--- src/rtl/display_scan_ctrl_pkg.sv ---
// Shared definitions for the display scan controller.
//   NUM_DIGITS_DEF : default number of multiplexed digits
//   scan_state_e   : controller state encoding (IDLE / SCAN)
package display_pkg;

  localparam int NUM_DIGITS_DEF = 4;

  typedef enum logic {
    ST_IDLE = 1'b0,
    ST_SCAN = 1'b1
  } scan_state_e;

endpackage

--- src/rtl/display_scan_ctrl_if.sv ---
// Shadow-register load handshake between a data source and the scan controller.
//   load_req : source holds high until load_ack is seen
//   data     : packed nibbles, digit 0 in bits [3:0]
//   load_ack : one-cycle pulse, data has been captured into the shadow register
interface display_scan_ctrl_if
  import display_pkg::*;
#(
  parameter int NUM_DIGITS = NUM_DIGITS_DEF
) ();

  logic                    load_req;
  logic [4*NUM_DIGITS-1:0] data;
  logic                    load_ack;

  modport master (output load_req, output data, input load_ack);
  modport slave  (input load_req, input data, output load_ack);

endinterface

--- src/rtl/display_scan_ctrl_tick.sv ---
// Refresh divider for the scan controller.
//   clk, reset : clock and synchronous active-high reset
//   run        : count while high, counter cleared to 0 while low
//   tick       : high while the counter sits at REFRESH_DIV-1 (last cycle of a slot)
module scan_tick_gen #(
  parameter int REFRESH_DIV = 50000
) (
  input  logic clk,
  input  logic reset,
  input  logic run,
  output logic tick
);

  localparam int             CW   = (REFRESH_DIV > 1) ? $clog2(REFRESH_DIV) : 1;
  localparam logic [CW-1:0]  LAST = CW'(REFRESH_DIV - 1);

  logic [CW-1:0] cnt_q;
  logic [CW-1:0] cnt_d;

  always_comb begin
    cnt_d = cnt_q;
    if (!run || cnt_q == LAST) begin
      cnt_d = '0;
    end else begin
      cnt_d = cnt_q + CW'(1);
    end
  end

  always_ff @(posedge clk) begin
    if (reset) begin
      cnt_q <= '0;
    end else begin
      cnt_q <= cnt_d;
    end
  end

  // The counter only leaves 0 while scanning, so tick cannot fire in IDLE.
  assign tick = (cnt_q == LAST);

endmodule

--- src/rtl/display_scan_ctrl.sv ---
// Time-multiplexed digit scan controller driving an external 4-to-7 decoder.
//   clk, reset  : clock and synchronous active-high reset
//   enable      : 1 = scan digits, 0 = blanked/idle
//   blank_mask  : bit i suppresses digit i anode (combinational)
//   ld          : shadow-register load handshake (slave side)
//   digit_code  : nibble of the active digit, registered
//   anode       : active-low digit enables, at most one low
//   frame_done  : one-cycle pulse after the last digit's slot ends
//
// state | meaning
// IDLE  | anodes off, counter/pointer held 0, loads accepted immediately
// SCAN  | digits driven in turn, loads accepted only at the frame boundary
module display_scan_ctrl
  import display_pkg::*;
#(
  parameter int NUM_DIGITS  = NUM_DIGITS_DEF,
  parameter int REFRESH_DIV = 50000
) (
  input  logic                  clk,
  input  logic                  reset,
  input  logic                  enable,
  input  logic [NUM_DIGITS-1:0] blank_mask,
  display_scan_ctrl_if.slave    ld,
  output logic [3:0]            digit_code,
  output logic [NUM_DIGITS-1:0] anode,
  output logic                  frame_done
);

  localparam int            PW       = (NUM_DIGITS > 1) ? $clog2(NUM_DIGITS) : 1;
  localparam logic [PW-1:0] PTR_LAST = PW'(NUM_DIGITS - 1);

  scan_state_e             state_q, state_d;
  logic [PW-1:0]           ptr_q, ptr_d;
  logic [4*NUM_DIGITS-1:0] shadow_q, shadow_d;
  logic [3:0]              code_q, code_d;
  logic                    ack_q, ack_d;
  logic                    fd_q, fd_d;
  logic                    done_q, done_d;
  logic                    tick;
  logic                    run;
  logic                    boundary;
  logic                    capture;

  // Counter runs only while staying in SCAN, so it is already 0 on the
  // first IDLE cycle and on the first cycle of a fresh scan.
  assign run = (state_q == ST_SCAN) && enable;

  scan_tick_gen #(.REFRESH_DIV(REFRESH_DIV)) u_tick (
    .clk   (clk),
    .reset (reset),
    .run   (run),
    .tick  (tick)
  );

  always_ff @(posedge clk) begin
    if (reset) begin
      state_q <= ST_IDLE;
    end else begin
      state_q <= state_d;
    end
  end

  always_comb begin
    state_d = enable ? ST_SCAN : ST_IDLE;
  end

  always_comb begin
    anode = '1;
    if (state_q == ST_SCAN && !blank_mask[ptr_q]) begin
      anode[ptr_q] = 1'b0;
    end
  end

  always_comb begin
    boundary = (state_q == ST_SCAN) && tick && (ptr_q == PTR_LAST);
    // done_q blocks a second capture until load_req has been seen low.
    capture  = ld.load_req && !done_q && ((state_q == ST_IDLE) || boundary);

    done_d = done_q;
    if (capture) begin
      done_d = 1'b1;
    end else if (!ld.load_req) begin
      done_d = 1'b0;
    end

    ptr_d = ptr_q;
    if (state_d != ST_SCAN) begin
      ptr_d = '0;
    end else if (state_q == ST_SCAN && tick) begin
      ptr_d = (ptr_q == PTR_LAST) ? '0 : ptr_q + PW'(1);
    end

    shadow_d = capture ? ld.data : shadow_q;
    // Looked up from next-cycle pointer and shadow so code and anode switch together.
    code_d   = shadow_d[{ptr_d, 2'b00} +: 4];
    ack_d    = capture;
    fd_d     = boundary;
  end

  always_ff @(posedge clk) begin
    if (reset) begin
      ptr_q    <= '0;
      shadow_q <= '0;
      code_q   <= '0;
      ack_q    <= 1'b0;
      fd_q     <= 1'b0;
      done_q   <= 1'b0;
    end else begin
      ptr_q    <= ptr_d;
      shadow_q <= shadow_d;
      code_q   <= code_d;
      ack_q    <= ack_d;
      fd_q     <= fd_d;
      done_q   <= done_d;
    end
  end

  assign digit_code  = code_q;
  assign frame_done  = fd_q;
  assign ld.load_ack = ack_q;

endmodule

--- src/flat_wrapper.sv ---
// flat-port wrapper written by rule: the top's interface ports become plain ports
module display_scan_ctrl_flat import display_pkg::*;
#(
  parameter int NUM_DIGITS  = NUM_DIGITS_DEF,
  parameter int REFRESH_DIV = 50000
)
  (clk, reset, enable, blank_mask, digit_code, anode, frame_done, ld_load_req, ld_data, ld_load_ack);
  display_scan_ctrl_if #(.NUM_DIGITS(NUM_DIGITS)) ld_i ();
  input  logic clk;
  input  logic reset;
  input  logic enable;
  input  logic [NUM_DIGITS-1:0] blank_mask;
  output logic [3:0] digit_code;
  output logic [NUM_DIGITS-1:0] anode;
  output logic frame_done;
  input wire logic [$bits(ld_i.load_req)-1:0] ld_load_req;
  input wire logic [$bits(ld_i.data)-1:0] ld_data;
  output wire logic [$bits(ld_i.load_ack)-1:0] ld_load_ack;
  assign ld_i.load_req = ld_load_req;
  assign ld_i.data = ld_data;
  assign ld_load_ack = ld_i.load_ack;
  display_scan_ctrl #(.NUM_DIGITS(NUM_DIGITS), .REFRESH_DIV(REFRESH_DIV)) u_core (.clk(clk), .reset(reset), .enable(enable), .blank_mask(blank_mask), .ld(ld_i), .digit_code(digit_code), .anode(anode), .frame_done(frame_done));
endmodule
--- config.mk ---
export PLATFORM = sky130hd
export DESIGN_NAME = display_scan_ctrl_flat
export DESIGN_NICKNAME = d
export VERILOG_FILES = /design/src/rtl/display_scan_ctrl_pkg.sv /design/src/rtl/display_scan_ctrl_if.sv /design/src/rtl/display_scan_ctrl_tick.sv /design/src/rtl/display_scan_ctrl.sv /design/src/flat_wrapper.sv
export SDC_FILE = /design/constraint.sdc
export NUM_CORES = 1
export LEC_CHECK = 0
export ABC_AREA = 1
export CAP_MARGIN = 20
export CORE_UTILIZATION = 45
export CTS_CLUSTER_DIAMETER = 60
export DETAILED_ROUTE_END_ITERATION = 8
export PLACE_DENSITY = 0.82
export SLEW_MARGIN = 15
export SYNTH_ARGS = -nofsm -noshare
export SYNTH_HDL_FRONTEND = slang
export SYNTH_HIERARCHICAL = 1
export SYNTH_SLANG_ARGS = --single-unit
--- constraint.sdc ---
create_clock -name clk -period 2.15 [get_ports clk]
set_clock_uncertainty 0.2 [all_clocks]
set_input_delay 0.43 -clock clk [delete_from_list [all_inputs] [get_ports clk]]
set_output_delay 0.43 -clock clk [all_outputs]
set_load 0.02 [all_outputs]
==> results.yml, run 1 <==
yosys:
  synth-compound-area-share_pct: 7.28
  synth_area_per_cell_sq_um: 7.16
  syn_nets: 310
  synth_cells: 281
  ys_seq_elements: 42
  synth_xor_area_share_pct: 2.61
  yosysUniqueCellTypes: 25
  synthAdderAreaFrac_pct: 3.11
  yosysWarnings: 6
  synth_top_family_by_area: "simple AND/OR/NAND/NOR gates"
  muxShareOfSynthArea_pct: 0
  synth-simple-area-share_pct: 37.6
  seq_area_frac_synth_pct: 41.8
  syn_area_sq_um: 2010
clocking:
  cts.clk_slew.worst_paths_ns: 0.08
  post_cts_buffers: 0
  cts.sinks: 42
  cts_buffers: 5
  worstSkewPairLatency_ns: 0.29
  cts_htree_levels: 2
  clockBufferDepth: 2
  cts_root_buf: "clkbuf_8"
  cts_tree: "done"
  ctsHoldBuffers: 0
routing:
  drt_pass1_iterations: 4
  post_drt_via_cell_ratio: 5.00
  wl_per_cell_um: 11.3
  num_vias: 1929
  drc: 0
  drt-total-wl_um: 4380
  antenna_left: 0
  drtIter0Drc: 117
layout:
  drive_above_1_share_pct: 17.6
  fin_nets: 365
  insertedDiodeCount: 0
  syn2layout_area_growth_pct: 31.0
  utilization_pct: 63.6
  instances_no_fill: 386
  n_fill_cell: 371
  multiInputGateArea_sq_um: 1050
  seqCellArea_sq_um: 847
grt:
  grt_pass1_wl_um: 7280
  grt_overflow: 0
  grt_max_degree: 27
  grt_pass1_vias: 1762
  grt_antenna_before_repair: 0
  grt_usage_pct: 20.6
timing:
  hold_viol: 0
  setup_viol_count_final: 0
  setup_tns_ns: 0
  fmax_ghz: 0.478
  setup_ws_ns: 0.0570
  slew_headroom_pct: 80.8
  period_needed_ns: 2.09
  slew_viol_final: 0
  fin_hold_ws_ns: 0.274
  period_share_pct: 97.3
  rsz0062_at_grt: "no"
  worst_pin_slew_ns: 0.286
worst_setup_path:
  required_ns: 1.52
  worstSetupStartpointType: "primary input"
  max_stage_delay_ns: 0.45
  cp_max_fo: 4
  critical_path_class: "in -> out"
  arrival_ns: 1.46
  crit_path_cell_trace: "clkdlybuf4s50_1 -> o21ai_0 -> o221a_2 -> nand2_1 -> buf_2"
  critPathSlowestCell: "clkdlybuf4s50_1"
  endpoint_kind: "primary output"
  critPathTopFamily: "buffers and inverters"
  worstPathBufferInverterCount: 2
worst_hold_path:
  hold_path.class: "reg -> reg"
pwr:
  p_leak_nw: 1.00
  peakVddDrop_uv: 400
  p_per_area_nw_per_um2: 550
job:
  drv_cap: 0
placed_design:
  dp_hpwl_um: 3220
  dp.cells: 379
  io_buffers: 33
  pre_cts_ws_ns: -0.390
  gp_congestion: 0.792
floorplan:
  start_util_pct: 48.6
  die_area_sq_um: 4740
  fp.dieW_um: 68.9
  rows: 23
  io-pin-count: 34
  core_area_sq_um: 4140
  die_h_um: 68.9
outcome:
  run_status: "finished clean"
-- synthesized netlist by cell type --
cell type	count	area, sq um
inv_2	1	3.75
xor2_1	3	26.3
nand4_1	4	25.0
nand3_2	3	30.0
o21bai_1	2	15.0
a21oi_1	20	100
inv_1	26	97.6
nor3_2	1	10.0
clkbuf_1	3	11.3
nor2_1	44	165
nand2_1	59	221
nand3_1	48	240
nand2_4	2	22.5
buf_6	3	33.8
xnor2_1	3	26.3
nor2_4	1	11.3
buf_4	1	7.51
o221a_2	1	11.3
dfxtp_1	42	841
nor3_1	1	5.00
o21ai_0	3	15.0
nor2_2	3	18.8
o21ai_1	1	5.00
nand2_2	1	6.26
ha_1	5	62.6
-- flip-flops by register name, indices dropped and copies added, names as in the netlist --
register             count
u_core/done_q            1
u_core/ld.load_ack       1
u_core/digit_code        4
u_core/u_tick/cnt_q     16
u_core/ptr_q             2
u_core/frame_done        1
u_core/state_q           1
u_core/shadow_q         16
-- power by group --
group          leakage, nW  switching [W]  internal [W]
Clock               0.0438       0.000261      0.000218
Sequential           0.344     0.00000838      0.000802
Combinational        0.612      0.0000785     0.0000828
-- per-stage QoR --
step | total power [W] | cell area, sq um
4_1_cts | 0.00146 | 2590
3_3_place_gp | 0.000983 | 2530
6_report | 0.00145 | 2640
2_1_floorplan | 0.000910 | 2010
3_5_place_dp | 0.000986 | 2530
5_1_grt | 0.00150 | 2640
-- final timing paths --
kind,from,end,slack [ns],cells past startpoint
worst min-delay path,u_core/shadow_q[6],u_core/shadow_q[6],0.27,2
worst max-delay path,blank_mask[0],anode[3],0.06,5
worst max register to register,u_core/u_tick/cnt_q[0],u_core/digit_code[0],0.12,13
worst min register to register,u_core/shadow_q[6],u_core/shadow_q[6],0.27,2
-- worst reg2reg max path: cells and delay by family (launching register included) --
family	cells	cell delay [ns]
adder cells (fa/ha/maj)	1	0.14
buffers and inverters	3	0.38
flip-flops	1	0.35
AND/OR/NAND/NOR	8	0.72
AO/OA/AOI/OAI	1	0.17
-- logic make-up (layout without fill, tap and decap cells) --
kind of cell    count (synthesis)  count (layout)
simple gates                  167             167
flops                          42              42
buf+inv                        34              89
compound gates                 27              27
xor+xnor                        6               6
fa+ha+maj                       5               5
-- cells in the final DEF, fill, tap and decap left out, drive strengths merged --
master	Yosys	layout
clkinv	0	2
ha	5	5
clkbuf	3	5
buf	4	26
o221a	1	1
xor2	3	3
dfxtp	42	42
clkdlybuf4s50	0	29
nor2	48	48
inv	27	27
o21ai	4	4
a21oi	20	20
nand3	51	51
nor3	2	2
nand2	62	62
xnor2	3	3
o21bai	2	2
nand4	4	4
-- layout make-up --
cell class | instances | area share, %
Timing Repair Buffer | 55 | 18.8
Tap cell | 50 | 2.37
Sequential cell | 42 | 32.1
Clock buffer | 5 | 2.61
Clock inverter | 2 | 0.380
Inverter | 27 | 3.85
Multi-Input combinational cell | 205 | 39.8
-- repair_timing --
| item | in CTS | in global routing |
|---|---|---|
| setup endpoints to repair | 4 | 7 |
| resized for setup | 17 | 17 |
| pin swaps | 0 | 2 |
-- per-layer routing --
layer  share of wire [%]  global-route usage (%)
met3                 5.4                    4.44
met1                  47                    27.0
met5                   0                       0
met4                 1.6                    8.16
met2                  46                    32.8
No activity file was read; power rests on OpenSTA's default activity.
==> inputs of run 2 (changes only) <==
SLEW_MARGIN = 20   (was 15)
==> results of run 2 <==
Same layout as run 1: the final DEF is identical, and so are final timing and power.
==> inputs of run 3 (changes only) <==
CORE_UTILIZATION = 47   (was 45)
PLACE_DENSITY = 0.85   (was 0.82)
==> results.yml, run 3 (synthesized netlist as in run 1, its figures left out) <==
routing:
  drc: 0
  drt_pass1_iterations: 4
  num_vias: 1982
  drtIter0Drc: 133
  post_drt_via_cell_ratio: 5.13
  top_layer: "met4"
  wl_per_cell_um: 11.9
  drt-total-wl_um: 4600
  wl_met3_um: 184
  route.met2.wl_um: 2320
  wl_met1_um: 2050
  antenna_left: 0
floorplan:
  die_h_um: 67.4
  fp.dieW_um: 67.4
  die_area_sq_um: 4550
  core_area_sq_um: 4060
  io-pin-count: 34
  start_util_pct: 49.6
  rows: 23
clocking:
  cts_tree: "done"
  clockBufferDepth: 2
  cts_buffers: 5
  ctsHoldBuffers: 0
  worstSkewPairLatency_ns: 0.29
  cts.clk_slew.worst_paths_ns: 0.09
  cts_htree_levels: 2
  cts_root_buf: "clkbuf_8"
  cts.sinks: 42
worst_setup_path:
  reg2reg_from: "u_core/u_tick/cnt_q[1]"
  required_ns: 1.52
  r2r_end: "u_core/digit_code[1]"
  critical_path_class: "in -> out"
  r2r_setup_slack_ns: 0.10
  cp_max_fo: 4
  startpoint: "blank_mask[0]"
  endpoint_kind: "primary output"
  arrival_ns: 1.49
  cp-endpoint: "anode[1]"
  r2r_cells: 13
  worstSetupStartpointType: "primary input"
timing:
  worst_pin_slew_ns: 0.390
  rsz0062_at_grt: "yes"
  setup_ws_ns: 0.0333
  slew_headroom_pct: 74.0
  hold_viol: 0
  setup_viol_count_final: 0
  period_needed_ns: 2.12
  fmax_ghz: 0.472
  slew_viol_final: 0
  fin_hold_ws_ns: 0.274
  period_share_pct: 98.4
layout:
  n_fill_cell: 311
  drive_above_1_share_pct: 19.3
  fin_nets: 364
  layout_common_cells: "nand2_1 (55), nand3_1 (47), nor2_1 (41), dfxtp_1 (37), clkdlybuf4s50_1 (29)"
  final_common_cell: "nand2_1"
  syn2layout_area_growth_pct: 35.9
  insertedDiodeCount: 0
grt:
  grt_overflow: 0
  grt_pass1_wl_um: 7390
  grt_max_degree: 27
  grt_usage_pct: 21.7
  grt_pass1_vias: 1761
  grt_antenna_before_repair: 0
placed_design:
  io_buffers: 33
  gp_congestion: 0.839
  dp_hpwl_um: 3120
  pre_cts_ws_ns: -0.426
pwr:
  finalPower_w: 0.00149
  peakVddDrop_uv: 461
  p_leak_nw: 1.02
  p_per_area_nw_per_um2: 545
worst_hold_path:
  hold_path.class: "reg -> reg"
job:
  drv_cap: 0
outcome:
  run_status: "finished clean"
-- run 3: cell count changes in the layout (fill, tap and decap cells not counted), sizes merged --
cell and delta:
buf -1, clkinvlp +1
-- run 3: worst max-delay path, stage by stage --
cell and delay, ns:
clkdlybuf4s50_1 0.47, o21ai_2 0.05, o221a_2 0.33, nand2_1 0.09
buf_6 0.11
-- run 3: worst min-delay path by stage --
stage | start | to | slack, ns | cells past startpoint
after global placement | u_core/shadow_q[5] | u_core/shadow_q[5] | 0.26 | 2
final | u_core/shadow_q[8] | u_core/shadow_q[8] | 0.27 | 2
after global routing | u_core/shadow_q[13] | u_core/shadow_q[13] | 0.29 | 2
after detailed placement | u_core/shadow_q[13] | u_core/shadow_q[13] | 0.26 | 2
after CTS | u_core/shadow_q[13] | u_core/shadow_q[13] | 0.27 | 2
after floorplan | u_core/u_tick/cnt_q[0] | u_core/u_tick/cnt_q[0] | 0.23 | 1
-- run 3: what timing repair did --
action / CTS / global route
buffers inserted: 0 / 6
cloned: 0 / 0
pin swaps: 0 / 8
endpoints found under the setup margin: 8 / 8
resized for setup: 20 / 34
-- run 3: final cells by class --
cell class	count	area, sq um	share of cell area, %
Clock buffer	5	68.8	2.52
Timing Repair Buffer	54	522	19.1
Inverter	27	101	3.71
Sequential cell	42	847	31.0
Multi-Input combinational cell	205	1110	40.6
Tap cell	50	62.6	2.29
Clock inverter	3	21.3	0.778
-- run 3: routing by layer --
metal,vias up,GRT usage [%]
li1,1021,-
met1,905,25.2
met2,52,38.1
met3,4,6.25
met4,0,6.65
met5,-,0
-- run 3: power by group --
group | switching [W] | total [W] | leakage [nW] | internal (W)
combinational | 0.0000818 | 0.000173 | 0.628 | 0.0000907
sequential | 0.00000981 | 0.000811 | 0.344 | 0.000802
clock | 0.000279 | 0.000507 | 0.0441 | 0.000228
total | 0.000371 | 0.00149 | 1.02 | 0.00112
-- run 3: per-stage QoR --
step	util (%)	instances	setup TNS, ns	instance area, sq um
4_1_cts	63.5	380	0	2580
3_3_place_gp	61.4	372	-1.51	2490
2_1_floorplan	-	281	0	2010
3_5_place_dp	61.4	372	-1.66	2490
5_1_grt	67.4	386	-0.0521	2730
6_report	67.4	386	0	2730
